===== config.mk =====
export PLATFORM = sky130hd
export DESIGN_NAME = yc_memmap_req_sched
export DESIGN_NICKNAME = d
export VERILOG_FILES = /design/src/rtl/yc_noc_defs.sv /design/src/rtl/yc_memmap_req_sched_rr_arbiter.sv /design/src/rtl/yc_memmap_req_sched.sv
export SDC_FILE = /design/constraint.sdc
export NUM_CORES = 1
export LEC_CHECK = 0
export CORE_AREA = 10 10 136 138
export DETAILED_ROUTE_END_ITERATION = 12
export DIE_AREA = 0 0 146 148
export GPL_TIMING_DRIVEN = 0
export PLACE_DENSITY = 0.84
export SLEW_MARGIN = 20
export SYNTH_ARGS = -nofsm -noshare
export SYNTH_HDL_FRONTEND = slang
export SYNTH_SLANG_ARGS = --single-unit

===== constraint.sdc =====
create_clock -name clk -period 2.95 [get_ports clk]
set_clock_uncertainty 0.1 [all_clocks]
set_input_delay 0.59 -clock clk [delete_from_list [all_inputs] [get_ports clk]]
set_output_delay 0.59 -clock clk [all_outputs]
set_load 0.03 [all_outputs]

===== src/rtl/yc_noc_defs.sv =====
// Shared NoC definitions: flit layout, opcodes, virtual channels, and the
// memmap request-scheduler state type.
package yc_noc_defs;

  localparam logic [1:0] VC_REQ = 2'd0;
  localparam logic [1:0] VC_RSP = 2'd1;

  localparam logic [3:0] OP_WRITE     = 4'h1;
  localparam logic [3:0] OP_READ_REQ  = 4'h2;
  localparam logic [3:0] OP_READ_RESP = 4'h3;

  localparam logic [15:0] RD_ERR_DATA = 16'hDEAD;

  typedef struct packed {
    logic [1:0]  vc;
    logic [3:0]  opc;
    logic [7:0]  len;
    logic [3:0]  src_x;
    logic [3:0]  src_y;
    logic [3:0]  dst_x;
    logic [3:0]  dst_y;
    logic [31:0] pay;
  } flit_t;

  typedef enum logic [1:0] {IDLE, ISSUE, WAIT_RSP, RESP} sched_st_t;

  function automatic flit_t build_flit(input logic [1:0] vc, input logic [3:0] opc,
                                       input logic [7:0] len,
                                       input logic [3:0] src_x, input logic [3:0] src_y,
                                       input logic [3:0] dst_x, input logic [3:0] dst_y,
                                       input logic [31:0] pay);
    flit_t f;
    f.vc    = vc;
    f.opc   = opc;
    f.len   = len;
    f.src_x = src_x;
    f.src_y = src_y;
    f.dst_x = dst_x;
    f.dst_y = dst_y;
    f.pay   = pay;
    return f;
  endfunction

  function automatic logic [3:0] get_opc(input flit_t f);
    return f.opc;
  endfunction

  function automatic logic [3:0] get_src_x(input flit_t f);
    return f.src_x;
  endfunction

  function automatic logic [3:0] get_src_y(input flit_t f);
    return f.src_y;
  endfunction

  function automatic logic [3:0] get_dst_x(input flit_t f);
    return f.dst_x;
  endfunction

  function automatic logic [3:0] get_dst_y(input flit_t f);
    return f.dst_y;
  endfunction

  function automatic logic [31:0] get_pay(input flit_t f);
    return f.pay;
  endfunction

endpackage


===== src/rtl/yc_memmap_req_sched_rr_arbiter.sv =====
// Combinational round-robin arbiter: grants the first requester at or after
// ptr (wrapping), returning both a one-hot grant and its index.
module yc_rr_arbiter #(
  parameter int N  = 4,
  parameter int IW = (N > 1) ? $clog2(N) : 1
) (
  input  logic [N-1:0]  req,
  input  logic [IW-1:0] ptr,
  output logic [N-1:0]  gnt,
  output logic [IW-1:0] gnt_idx,
  output logic          gnt_any
);

  always_comb begin
    gnt     = '0;
    gnt_idx = '0;
    gnt_any = 1'b0;
    for (int i = 0; i < N; i++) begin
      if (!gnt_any && req[(int'(ptr) + i) % N]) begin
        gnt_any                      = 1'b1;
        gnt[(int'(ptr) + i) % N]     = 1'b1;
        gnt_idx                      = IW'((int'(ptr) + i) % N);
      end
    end
  end

endmodule


===== src/rtl/yc_memmap_req_sched.sv =====
// Shares one NoC memmap target among NREQ local requesters, keeping a single
// outstanding transaction and routing the read response or timeout back.
module yc_memmap_req_sched
  import yc_noc_defs::*;
#(
  parameter int NREQ    = 4,
  parameter int SELF_X  = 0,
  parameter int SELF_Y  = 0,
  parameter int DST_X   = 1,
  parameter int DST_Y   = 0,
  parameter int TIMEOUT = 64
) (
  input  logic                 clk,
  input  logic                 rst,
  input  logic [NREQ-1:0]      req_valid,
  output logic [NREQ-1:0]      req_ready,
  input  logic [NREQ-1:0]      req_we,
  input  logic [NREQ*16-1:0]   req_addr,
  input  logic [NREQ*16-1:0]   req_wdata,
  output logic [NREQ-1:0]      rsp_valid,
  output logic [15:0]          rsp_rdata,
  output logic                 rsp_err,
  output logic                 tx_valid,
  output flit_t                tx_flit,
  input  logic                 tx_ready,
  input  logic                 rx_valid,
  input  flit_t                rx_flit,
  output logic                 rx_ready,
  output logic [15:0]          stale_cnt
);

  localparam int IW = (NREQ > 1) ? $clog2(NREQ) : 1;
  localparam logic [3:0] SX = 4'(SELF_X);
  localparam logic [3:0] SY = 4'(SELF_Y);
  localparam logic [3:0] DX = 4'(DST_X);
  localparam logic [3:0] DY = 4'(DST_Y);
  localparam logic [7:0] TMO_LAST = 8'(TIMEOUT - 1);
  localparam logic [NREQ-1:0] ONE_HOT0 = NREQ'(1);

  sched_st_t         st;
  logic [IW-1:0]     rr_ptr;
  logic [7:0]        timer;
  logic [IW-1:0]     cur_idx;
  logic              cur_we;
  logic [15:0]       cur_addr;

  logic [NREQ-1:0]   gnt;
  logic [IW-1:0]     gnt_idx;
  logic              gnt_any;
  logic              sel_we;
  logic [15:0]       sel_addr;
  logic [15:0]       sel_wdata;
  logic              rx_match;
  logic              rx_accept;
  logic              unused_rx;

  yc_rr_arbiter #(.N(NREQ)) u_arb (
    .req     (req_valid),
    .ptr     (rr_ptr),
    .gnt     (gnt),
    .gnt_idx (gnt_idx),
    .gnt_any (gnt_any)
  );

  assign sel_we    = req_we[gnt_idx];
  assign sel_addr  = req_addr[int'(gnt_idx)*16 +: 16];
  assign sel_wdata = req_wdata[int'(gnt_idx)*16 +: 16];

  // Grants are only offered from IDLE, so RESP never overlaps a new accept.
  assign req_ready = (!rst && st == IDLE) ? gnt : '0;
  assign rx_ready  = !rst;

  assign rx_match = rx_valid
                 && get_opc(rx_flit) == OP_READ_RESP
                 && get_dst_x(rx_flit) == SX && get_dst_y(rx_flit) == SY
                 && get_src_x(rx_flit) == DX && get_src_y(rx_flit) == DY
                 && rx_flit.pay[31:16] == cur_addr;
  assign rx_accept = (st == WAIT_RSP) && rx_match;

  assign unused_rx = ^{rx_flit.vc, rx_flit.len};

  always_ff @(posedge clk) begin
    if (rst) begin
      st        <= IDLE;
      rr_ptr    <= '0;
      timer     <= '0;
      cur_idx   <= '0;
      cur_we    <= 1'b0;
      cur_addr  <= '0;
      tx_valid  <= 1'b0;
      tx_flit   <= '0;
      rsp_valid <= '0;
      rsp_rdata <= '0;
      rsp_err   <= 1'b0;
      stale_cnt <= '0;
    end else begin
      rsp_valid <= '0;

      // Every flit we see is consumed; anything not completing the read is stale.
      if (rx_valid && !rx_accept && stale_cnt != 16'hFFFF)
        stale_cnt <= stale_cnt + 16'd1;

      case (st)
        IDLE: begin
          if (gnt_any) begin
            cur_idx  <= gnt_idx;
            cur_we   <= sel_we;
            cur_addr <= sel_addr;
            tx_flit  <= build_flit(VC_REQ, sel_we ? OP_WRITE : OP_READ_REQ, 8'd1,
                                   SX, SY, DX, DY,
                                   {sel_addr, sel_we ? sel_wdata : 16'h0000});
            tx_valid <= 1'b1;
            rr_ptr   <= (gnt_idx == IW'(NREQ - 1)) ? '0 : gnt_idx + IW'(1);
            st       <= ISSUE;
          end
        end
        ISSUE: begin
          if (tx_ready) begin
            tx_valid <= 1'b0;
            if (cur_we) begin
              rsp_rdata <= 16'h0000;
              rsp_err   <= 1'b0;
              rsp_valid <= ONE_HOT0 << cur_idx;
              st        <= RESP;
            end else begin
              timer <= '0;
              st    <= WAIT_RSP;
            end
          end
        end
        WAIT_RSP: begin
          timer <= timer + 8'd1;
          if (rx_match) begin
            rsp_rdata <= rx_flit.pay[15:0];
            rsp_err   <= 1'b0;
            rsp_valid <= ONE_HOT0 << cur_idx;
            st        <= RESP;
          end else if (timer == TMO_LAST) begin
            rsp_rdata <= RD_ERR_DATA;
            rsp_err   <= 1'b1;
            rsp_valid <= ONE_HOT0 << cur_idx;
            st        <= RESP;
          end
        end
        RESP:    st <= IDLE;
        default: st <= IDLE;
      endcase
    end
  end

endmodule


# After elaboration in Yosys (flattened, before gate mapping)
# Index checks and enable logic that the tools add are counted.
dict set report op_classes {
  addsub 6
  order_cmp 9
  n_eq_ne 14
  n_shift 3
  muxes 64
  n_bitwise 6
  n_reduce_logical 36
}
# cell count
set ops {}
lappend ops {{$shiftx 64x7->16} 2}
lappend ops {{$mux 16} 5}
lappend ops {{$mux 4} 9}
lappend ops {{$pmux 16 s2} 1}
lappend ops {{$mux 1} 23}
lappend ops {{$mux 2} 10}
lappend ops {{$logic_and 1x1->1} 17}
lappend ops {{$add 16x1->16 const B} 1}
lappend ops {{$eq 16x16->1} 1}
lappend ops {{$mux 8} 2}
lappend ops {{$ne 16x16->1 const B} 1}
lappend ops {{$pmux 8 s2} 1}
lappend ops {{$logic_not 4->1} 3}
lappend ops {{$lt 3x4->1 const B} 3}
lappend ops {{$or 4x4->4} 3}
lappend ops {{$bmux 1 s2} 5}
lappend ops {{$ge 3x1->1 const B} 3}
lappend ops {{$reduce_and 3->1} 3}
lappend ops {{$add 8x1->8 const B} 1}
lappend ops {{$demux 1 s2} 4}
lappend ops {{$eq 8x6->1 const B} 1}
lappend ops {{$ne 2x2->1 const B} 4}
lappend ops {{$pmux 2 s4} 1}
lappend ops {{$pmux 4 s2} 1}
lappend ops {{other kinds (18)} 33}
dict set report word_totals {
  register_bits 106
  input_bits 202
  output_inout_bits 105
  wordCells 152
}

# Longest topological paths before layout
dict set report depth {
  depth_word 17
  ltp_mapped 12
  mapped_depth_nobuf 9
}

# Modules after synthesis
# A second synthesis with hierarchy kept.
dict set report hier_totals {
  hier_cells 556
  hier_area_um2 5227.5
}
# mod instances cells_each area_each_um2 seq_area_each_um2
set by_module_without_submodules {}
lappend by_module_without_submodules {yc_memmap_req_sched 1 511 4805.9 1741.7}
lappend by_module_without_submodules {yc_rr_arbiter 1 45 421.7 0.0}

# Worst setup path after synthesis
# Ideal clock, no wire load.
dict set report synth_timing {
  path_kind {register to output}
  start {reg rr_ptr[0]}
  end {out req_ready[0]}
  arrival_ns 2.605
  required_ns 2.260
  slack_ns -0.345
  path_stages_with_launch 9
  n_path_buf 1
  path_cell_list {dfxtp_1 buf_4 inv_1 ha_1 mux4_2 or2_4 nor3b_4 a221oi_1 nor2_1}
}
dict set report synth_via {
  elab_chain_cells 14
}
# element line_no
set synth_rtl {}
lappend synth_rtl {{start: declaration} yc_memmap_req_sched.sv:41} ;# logic [IW-1:0] rr_ptr;
lappend synth_rtl {{start signal: assignment} yc_memmap_req_sched.sv:113} ;# rr_ptr <= (gnt_idx == IW'(NREQ - 1)) ? '0 : gnt_idx + IW'(1);
lappend synth_rtl {{$add 2x1->2} {yc_memmap_req_sched_rr_arbiter.sv:19, yc_memmap_req_sched_rr_arbiter.sv:21}}
lappend synth_rtl {{$reduce_or 2->1 (no line)} n/a}
lappend synth_rtl {{$and 1x1->1 (no line)} n/a}
lappend synth_rtl {{$lt 3x4->1 (implied by the code) / $ge 3x1->1 (equally long branches)} yc_memmap_req_sched_rr_arbiter.sv:21} ;# gnt[(int'(ptr) + i) % N] = 1'b1;
lappend synth_rtl {{$logic_and 1x1->1 (implied by the code)} yc_memmap_req_sched_rr_arbiter.sv:21}
lappend synth_rtl {{$mux 1 (implied by the code)} yc_memmap_req_sched_rr_arbiter.sv:21}
lappend synth_rtl {{$demux 1 s2} n/a}
lappend synth_rtl {{$or 4x4->4 (no line)} n/a}
lappend synth_rtl {{$mux 4} yc_memmap_req_sched_rr_arbiter.sv:19} ;# if (!gnt_any && req[(int'(ptr) + i) % N]) begin
lappend synth_rtl {{$or 4x4->4 (no line)} n/a}
lappend synth_rtl {{$mux 4} yc_memmap_req_sched_rr_arbiter.sv:19}
lappend synth_rtl {{$or 4x4->4 (no line)} n/a}
lappend synth_rtl {{$mux 4 (*)} yc_memmap_req_sched_rr_arbiter.sv:19}
lappend synth_rtl {{$mux 4 (*)} yc_memmap_req_sched.sv:70} ;# assign req_ready = (!rst && st == IDLE) ? gnt : '0;
lappend synth_rtl {{end: declaration} yc_memmap_req_sched.sv:16} ;# output logic [NREQ-1:0] req_ready,
# Mark *: on every way between the ends. The rest lies on a longest branch, timed or not. The select of a mux whose other input is x is not followed.

# Worst setup path in the final report
dict set report layout_timing {
  start {in req_valid[1]}
  end {out req_ready[2]}
}
dict set report layout_via {
  elab_chain_cells 13
}
# element line_no
set layout_rtl {}
lappend layout_rtl {{start: declaration} yc_memmap_req_sched.sv:15} ;# input logic [NREQ-1:0] req_valid,
lappend layout_rtl {{$bmux 1 s2} yc_memmap_req_sched_rr_arbiter.sv:19}
lappend layout_rtl {{$mux 1 (implied by the code)} yc_memmap_req_sched_rr_arbiter.sv:19}
lappend layout_rtl {{$mux 1} yc_memmap_req_sched_rr_arbiter.sv:19}
lappend layout_rtl {{$logic_not 1->1} yc_memmap_req_sched_rr_arbiter.sv:19}
lappend layout_rtl {{$logic_and 1x1->1} yc_memmap_req_sched_rr_arbiter.sv:19}
lappend layout_rtl {{$mux 1} yc_memmap_req_sched_rr_arbiter.sv:19}
lappend layout_rtl {{$logic_not 1->1} yc_memmap_req_sched_rr_arbiter.sv:19}
lappend layout_rtl {{$logic_and 1x1->1} yc_memmap_req_sched_rr_arbiter.sv:19}
lappend layout_rtl {{$mux 1} yc_memmap_req_sched_rr_arbiter.sv:19}
lappend layout_rtl {{$logic_not 1->1} yc_memmap_req_sched_rr_arbiter.sv:19}
lappend layout_rtl {{$logic_and 1x1->1} yc_memmap_req_sched_rr_arbiter.sv:19}
lappend layout_rtl {{$mux 4 (*)} yc_memmap_req_sched_rr_arbiter.sv:19}
lappend layout_rtl {{$mux 4 (*)} yc_memmap_req_sched.sv:70}
# Marked as above.

==> qor.yml <==
die:
  die_area_um2: 21600
  die_height_um: 148
  die_w_um: 146
  fp-row-count: 46
  start_util_pct: 34.5
  fp.coreArea_um2: 15700
  io_pins: 307
timing:
  rsz0062_at_grt: "yes"
  worstMarginPinSlew_ns: 0.680
  relSlewSlack_pct: 54.5
  setup_ws_ns: -0.151
  min_period_ns: 3.10
  period_share_pct: 105
  finalHoldWorstSlack_ns: 0.351
  hold_viol: 0
  setup_viol: 8
  fmax_mhz: 323
  maxSlewViolCount: 0
final_layout:
  final_nets: 1143
  n_fill_cell: 1347
  n_antenna_cell: 0
  area_growth_syn_to_layout_pct: 69.1
  stdcell_count: 1149
  drive_gt1_share_pct: 16.9
  fin_util_pct: 58.3
synth:
  avgSynthCellArea_um2: 8.90
  synth-seq-cells: 87
  ys.flop_type: "dfxtp_1"
  syn_inst: 609
  syn_area_um2: 5420
  synth_seq_area_share_pct: 32.1
  yosysWarnings: 0
  ys_types: 64
  synth-edff-count: 0
  ys_async_sr_fraction_pct: 0
status:
  violations: "negative setup slack"
  status: "finished with violations"
grt:
  first_global_vias: 5859
  grt_max_degree: 18
  overflow: 0
  antenna_found_initial: 0
  grt_pass1_wl_um: 31600
  track_usage_pct: 18.1
routing:
  dr.first_iter.drc_count: 279
  drt.antenna.violating_nets: 0
  routedWlPerCell_um: 18.2
  routed_via_density: 4.97
  first_pass_iters: 5
  finalWirelength_um: 20900
  drc: 0
  vias: 5713
setup_path:
  crit_type: "input port to output port"
  start_kind: "input port"
  crit_family: "buffers and inverters"
  critPathMaxStageDelay_ns: 0.54
  r2r_setup_slack_ns: -0.04
  reg2reg_depth: 13
  end_kind: "output port"
  cp_max_fo: 9
  cp_common_cell: "buf_6"
  crit_buf_inv: 3
  reg2reg_from: "rr_ptr[0]"
  critPathRequiredTime_ns: 2.26
  slowest_stage: "mux4_2"
  crit_chain: "dlygate4sd2_1 > mux4_2 > or2_4 > nor3b_4 > buf_6 > a221oi_4 > nor2_4 > buf_6"
  reg2reg_to: "tx_flit[16]"
  critPathArrivalTime_ns: 2.41
placement:
  portBuffers: 267
  gp_congestion: 0.887
  place_ws_ns: -1.13
  dp_cells: 1117
  dp_hpwl_um: 17300
min_path:
  holdCritPathClass: "register to register"
  worstHoldStart: "rsp_rdata[9]"
  holdPathStages: 2
  worstHoldEndpoint: "rsp_rdata[9]"
clocking:
  h-tree-depth: 3
  hold_buffers: 0
  clkLatencyLatePin_ns: 0.35
  clk_pin_slew_ns: 0.07
  cts_buffers: 9
  clk_path_buf_depth: 2
  cts_tree: "built"
  cts_sinks: 87
  cts-root-buf: "clkbuf_16"
pwr:
  p_leak_uw: 0.00365
  p_per_area_nw_per_um2: 797
  sw_frac_of_total_pct: 42.0
  internal_power_uw: 4240
  power_uw: 7310
  peakVddDrop_uv: 419
  seqPwrFrac_pct: 22.1
  p_sw_uw: 3070
  combinationalPowerShare_pct: 61.2
  p_clk_share_pct: 16.7
flow_run:
  max-cap-violations: 0
==> final cells by class <==
class	instances	area, um2	area share [%]
buffer	60	475	5.19
clock buffer	9	225	2.46
clock inverter	7	87.6	0.956
inverter	12	48.8	0.532
multi-input combinational	473	3490	38.1
sequential	87	1750	19.1
tap	216	270	2.95
timing repair buffer	285	2820	30.7
==> tightest hold or removal path, cell delays in order (launching register included) <==
cell and delay [ns]:
dfxtp_1 0.31, nand2_1 0.05, a21oi_1 0.05
==> state kept, by name (all words and copies together), names as in the netlist <==
register / count
timer: 8
st: 2
stale_cnt: 16
rsp_err: 1
rr_ptr: 2
tx_flit: 35
rsp_valid: 4
tx_valid: 1
cur_idx: 2
rsp_rdata: 16
==> cell families (layout without fill, tap and decap cells) <==
group | count (synthesis) | in the layout | share of synthesized area (%)
simple gates | 196 | 196 | 18.1
compound gates | 131 | 131 | 17.6
flops | 87 | 87 | 32.1
mux | 79 | 79 | 15.9
buf+inv | 74 | 373 | 8.72
xor+xnor | 28 | 28 | 4.52
fa+ha+maj | 13 | 13 | 3.00
other cells | 1 | 26 | 0.0692
==> metal layers <==
layer	up-vias	track usage, %	wire, um
met5	-	0	0
met2	244	32.6	10800
li1	2800	-	-
met1	2638	19.3	7900
met4	0	5.11	416
met3	31	6.93	1830
==> power groups by stage <==
stage	Clock, uW	Combinational, uW	Sequential, uW
floorplan	0	2490	1960
global route	1280	4770	1650
detailed placement	0	4090	1650
CTS	1240	4350	1620
global placement	0	4050	1640
finish	1220	4470	1620
==> how the worst max path moves through the flow <==
stage / start / end / slack, ns / depth (start not counted)
floorplan: rr_ptr[0] / req_ready[0] / -0.03 / 8
global placement: req_valid[1] / req_ready[2] / -1.08 / 7
detailed placement: req_valid[1] / req_ready[2] / -1.13 / 7
CTS: rr_ptr[0] / req_ready[1] / -0.17 / 10
global route: rr_ptr[0] / req_ready[2] / -0.24 / 11
finish: req_valid[1] / req_ready[2] / -0.15 / 8
==> cells in the mapped netlist, drive strengths merged, types with 2 or more instances <==
cell type | instances | area (um2)
nor2 | 47 | 176
ha | 13 | 163
nand3 | 32 | 160
nand2 | 55 | 209
or2 | 4 | 27.5
and4 | 2 | 17.5
inv | 12 | 45.0
mux2 | 22 | 251
or3 | 4 | 25.0
buf | 48 | 375
o21ai | 18 | 90.1
o41ai | 2 | 17.5
nand2b | 4 | 25.0
nand4 | 7 | 43.8
mux4 | 3 | 67.6
a211oi | 3 | 27.5
o22ai | 16 | 100
nor4b | 4 | 35.0
o31ai | 3 | 22.5
o311ai | 2 | 17.5
a21oi | 26 | 130
xnor2 | 2 | 17.5
nand3b | 2 | 18.8
dfxtp | 87 | 1740
a31oi | 2 | 12.5
a221oi | 7 | 61.3
nor2b | 7 | 51.3
mux2i | 54 | 541
o211ai | 18 | 185
clkbuf | 14 | 52.6
nor4 | 13 | 81.3
and3 | 4 | 25.0
or4 | 4 | 30.0
nor3 | 4 | 20.0
xor2 | 26 | 228
a22oi | 5 | 37.5
o31a | 2 | 17.5
o21a | 2 | 15.0
a21o | 16 | 120
==> metrics by stage <==
stage	TNS (ns)	instance area, um2
5_1_grt	-3.50	9170
3_3_place_gp	-32.66	8570
2_1_floorplan	-0.486	5630
3_5_place_dp	-35.02	8570
6_report	-0.675	9170
4_1_cts	-0.701	9050
==> what timing repair did <==
item | 4_1_cts | 5_1_grt
pin swaps | 7 | 4
setup buffers | 14 | 4
gates resized for setup | 46 | 26
endpoints found under the setup margin | 51 | 61
==> cell usage in the layout (no fill, tap or decap), drive strengths merged, types with 15 or more instances in the layout <==
cell           Yosys  layout
mux2              22      22
nor2              47      47
o21ai             18      18
mux2i             54      54
inv               12      15
dfxtp             87      87
clkdlybuf4s50      0     261
xor2              26      26
o22ai             16      16
buf               48      69
conb               1      26
nand3             32      32
a21o              16      16
o211ai            18      18
nand2             55      55
a21oi             26      26
clkbuf            14      22
No activity file was read; power rests on OpenSTA's default activity.
==> RTL edit (same settings) <==
Reset style: asynchronous (`rst`), changed in one clocked block.
--- a/src/rtl/yc_memmap_req_sched.sv
+++ b/src/rtl/yc_memmap_req_sched.sv
@@ -81,3 +81,3 @@
 
-  always_ff @(posedge clk) begin
+  always_ff @(posedge clk or posedge rst) begin
     if (rst) begin
Function: not settled (the Yosys comparison gave no result); the edit may change what the design does.
==> RTL edit against the original RTL <==
The flow still finishes with violations (setup timing); design area grew 8.1%; utilization grew 4.7 points; sequential cell count is the same; wire length grew 15%; register-to-register slack lost 0.08 ns; synthesized cell count grew 2.8%; area after synthesis grew 6.3%; worst setup slack lost 0.14 ns; total power grew 28%; largest power group unchanged.
==> RTL edit: results (changes against the original RTL) <==
final_layout:
  finalNetCount: 1182  # was 1143
  final_layout_size_suffix_gt1_frac: 0.179  # was 0.169
  largest_reg_flops: 19  # was 35
  diodes: 0  # unchanged
  largest-register: "tx_flit"  # unchanged
routing:
  drt_iter0_drc: 385  # was 279
  avgRoutedWirePerCell_um: 20.3  # was 18.2 µm
  met2_wirelength_um: 12100  # was 10800 µm
  wl_met3_um: 2140  # was 1830 µm
  top_layer_used: "met4"  # unchanged
  wl_met1_um: 9050  # was 7900 µm
  drt_pre_antenna_iters: 6  # was 5
  via_count: 6316  # was 5713
synthesis:
  synth_compound_area_frac: 0.259  # was 0.176
  synth_cell_type_count: 59  # was 64
  synthMuxAreaShare: 0.0504  # was 0.159
  synth_top_flop_cell: "dfrtp_1"  # was dfxtp_1
  async_flop_share: 1.00  # was 0
  yosys-top-cells-count: "dfrtp_1, nand2_1, o21ai_0, a31oi_1, nand3_1"  # was dfxtp_1, mux2i_1, nand2_1, nor2_1, buf_4
  ys_seq_area_frac: 0.378  # was 0.321
  synthAdderAreaFrac: 0.0304  # was 0.0300
  synthXorXnorAreaFrac: 0.0471  # was 0.0452
  synth_area_leaders: "dfrtp_1, xnor2_1, nand2_1, a21boi_0, buf_4"  # was dfxtp_1, mux2i_1, buf_4, mux2_2, xor2_1
place:
  gp_congestion: 0.868  # was 0.887
  numPortBuffers: 268  # was 267
  hpwl_um: 18900  # was 17300 µm
  post-place-ws_ns: -1.08  # was -1.13 ns
  place_area_um2: 8940  # was 8570 µm²
worst_setup_path:
  cp_data_arrival_time_ns: 2.55  # was 2.41 ns
  r2r_cells: 15  # was 13
  r2r-start: "rr_ptr[0]$_DFFE_PP0P_"  # was rr_ptr[0]$_SDFFE_PP0P_
  r2r_slack_ns: -0.12  # was -0.04 ns
  worst-path-max-fanout: 4  # was 9
  r2r-end: "tx_flit[1]$_DFFE_PP0P_"  # was tx_flit[16]$_SDFFE_PP0P_
  cp-start-kind: "flip-flop"  # was input port
hold_path:
  hold_path_depth: 2  # unchanged
  hold_start: "tx_flit[12]$_DFFE_PP0P_"  # was rsp_rdata[9]$_SDFFE_PP0P_
  min_to: "tx_flit[12]$_DFFE_PP0P_"  # was rsp_rdata[9]$_SDFFE_PP0P_
cts:
  clock_latency_ns: 0.35  # about the same
  cts_made_buffers: 9  # unchanged
  cts.clk_slew.worst_paths_ns: 0.07  # about the same
status:
  run_status: "complete, but fails checks"  # unchanged
  violations: "setup timing"  # unchanged
sta:
  tightest_slew_ns: 0.735  # was 0.680 ns
  setup_viol: 22  # was 8
  setup_ws_ns: -0.288  # was -0.151 ns
  tns_ns: -2.69  # was -0.675 ns
grt:
  grt.total_usage: 0.211  # was 0.181
  grt_pass1_wl_um: 36500  # was 31600 µm
  antenna_found_initial: 0  # unchanged
  grt_pass1_vias: 6652  # was 5859
  grt_max_degree: 35  # was 18
power_and_ir_drop:
  leakage_uw: 0.00407  # was 0.00365 µW
  switching_share: 0.464  # was 0.420
  ir_drop_uv: 788  # was 419 µV
[RTL edit: worst max-delay path, cell delays in order, from the launching register on]
cell and delay [ns]:
dfrtp_2 0.44, buf_8 0.14, inv_8 0.05, ha_4 0.18, or3b_4 0.36, a211o_1 0.30
o311a_1 0.14, a21oi_4 0.22, a221oi_2 0.10, nor2_2 0.13, buf_6 0.15
[RTL edit: through the flow]
stage,std cells,hold WS [ns]
2_1_floorplan,651,0.352
3_3_place_gp,1135,0.361
3_5_place_dp,1138,0.367
4_1_cts,1180,0.384
5_1_grt,1187,0.405
6_report,1187,0.386
[RTL edit: power by group through the flow]
stage | Clock, µW | Sequential, µW | Combinational (µW)
after detailed placement | 0 | 1840 | 5140
after global routing | 1280 | 1860 | 6780
final | 1200 | 1820 | 6330
after floorplan | 0 | 2240 | 2980
after CTS | 1220 | 1810 | 6010
after global placement | 0 | 1820 | 5050
[RTL edit: repair_timing]
item / 4_1_cts / 5_1_grt
setup endpoints to repair: 62 / 50
resized for setup: 113 / 32
pin swaps: 17 / 14
buffers inserted: 27 / 6
cloned: 1 / 3
[RTL edit: how the worst max path moves through the flow]
stage | to | slack, ns | cells after the start
finish | req_ready[2] | -0.29 | 10
global route | req_ready[3] | -0.36 | 10
CTS | req_ready[3] | -0.29 | 11
detailed placement | req_ready[0] | -1.08 | 9
global placement | req_ready[1] | -2.00 | 5
floorplan | req_ready[1] | -0.34 | 3
[RTL edit: cell type report]
type / instances / area, µm²
Sequential cell: 87 / 2180
Fill cell: 1299 / 5800
Clock inverter: 6 / 68.8
Inverter: 13 / 63.8
Tap cell: 216 / 270
Timing Repair Buffer: 306 / 3080
Buffer: 68 / 500
Multi-Input combinational cell: 481 / 3510
Clock buffer: 10 / 239
[RTL edit: layer usage]
| metal | global-route usage | vias up |
|---|---|---|
| li1 | - | 2950 |
| met1 | 0.227 | 3020 |
| met2 | 0.371 | 304 |
| met3 | 0.0705 | 42 |
| met4 | 0.0921 | 0 |
| met5 | 0 | - |
[RTL edit: cells by family after synthesis]
| group | Yosys count |
|---|---|
| mux | 25 |
| flops | 87 |
| xor+xnor | 31 |
| fa+ha+maj | 14 |
| simple gates | 173 |
| buf+inv | 83 |
| other cells | 1 |
| compound gates | 212 |
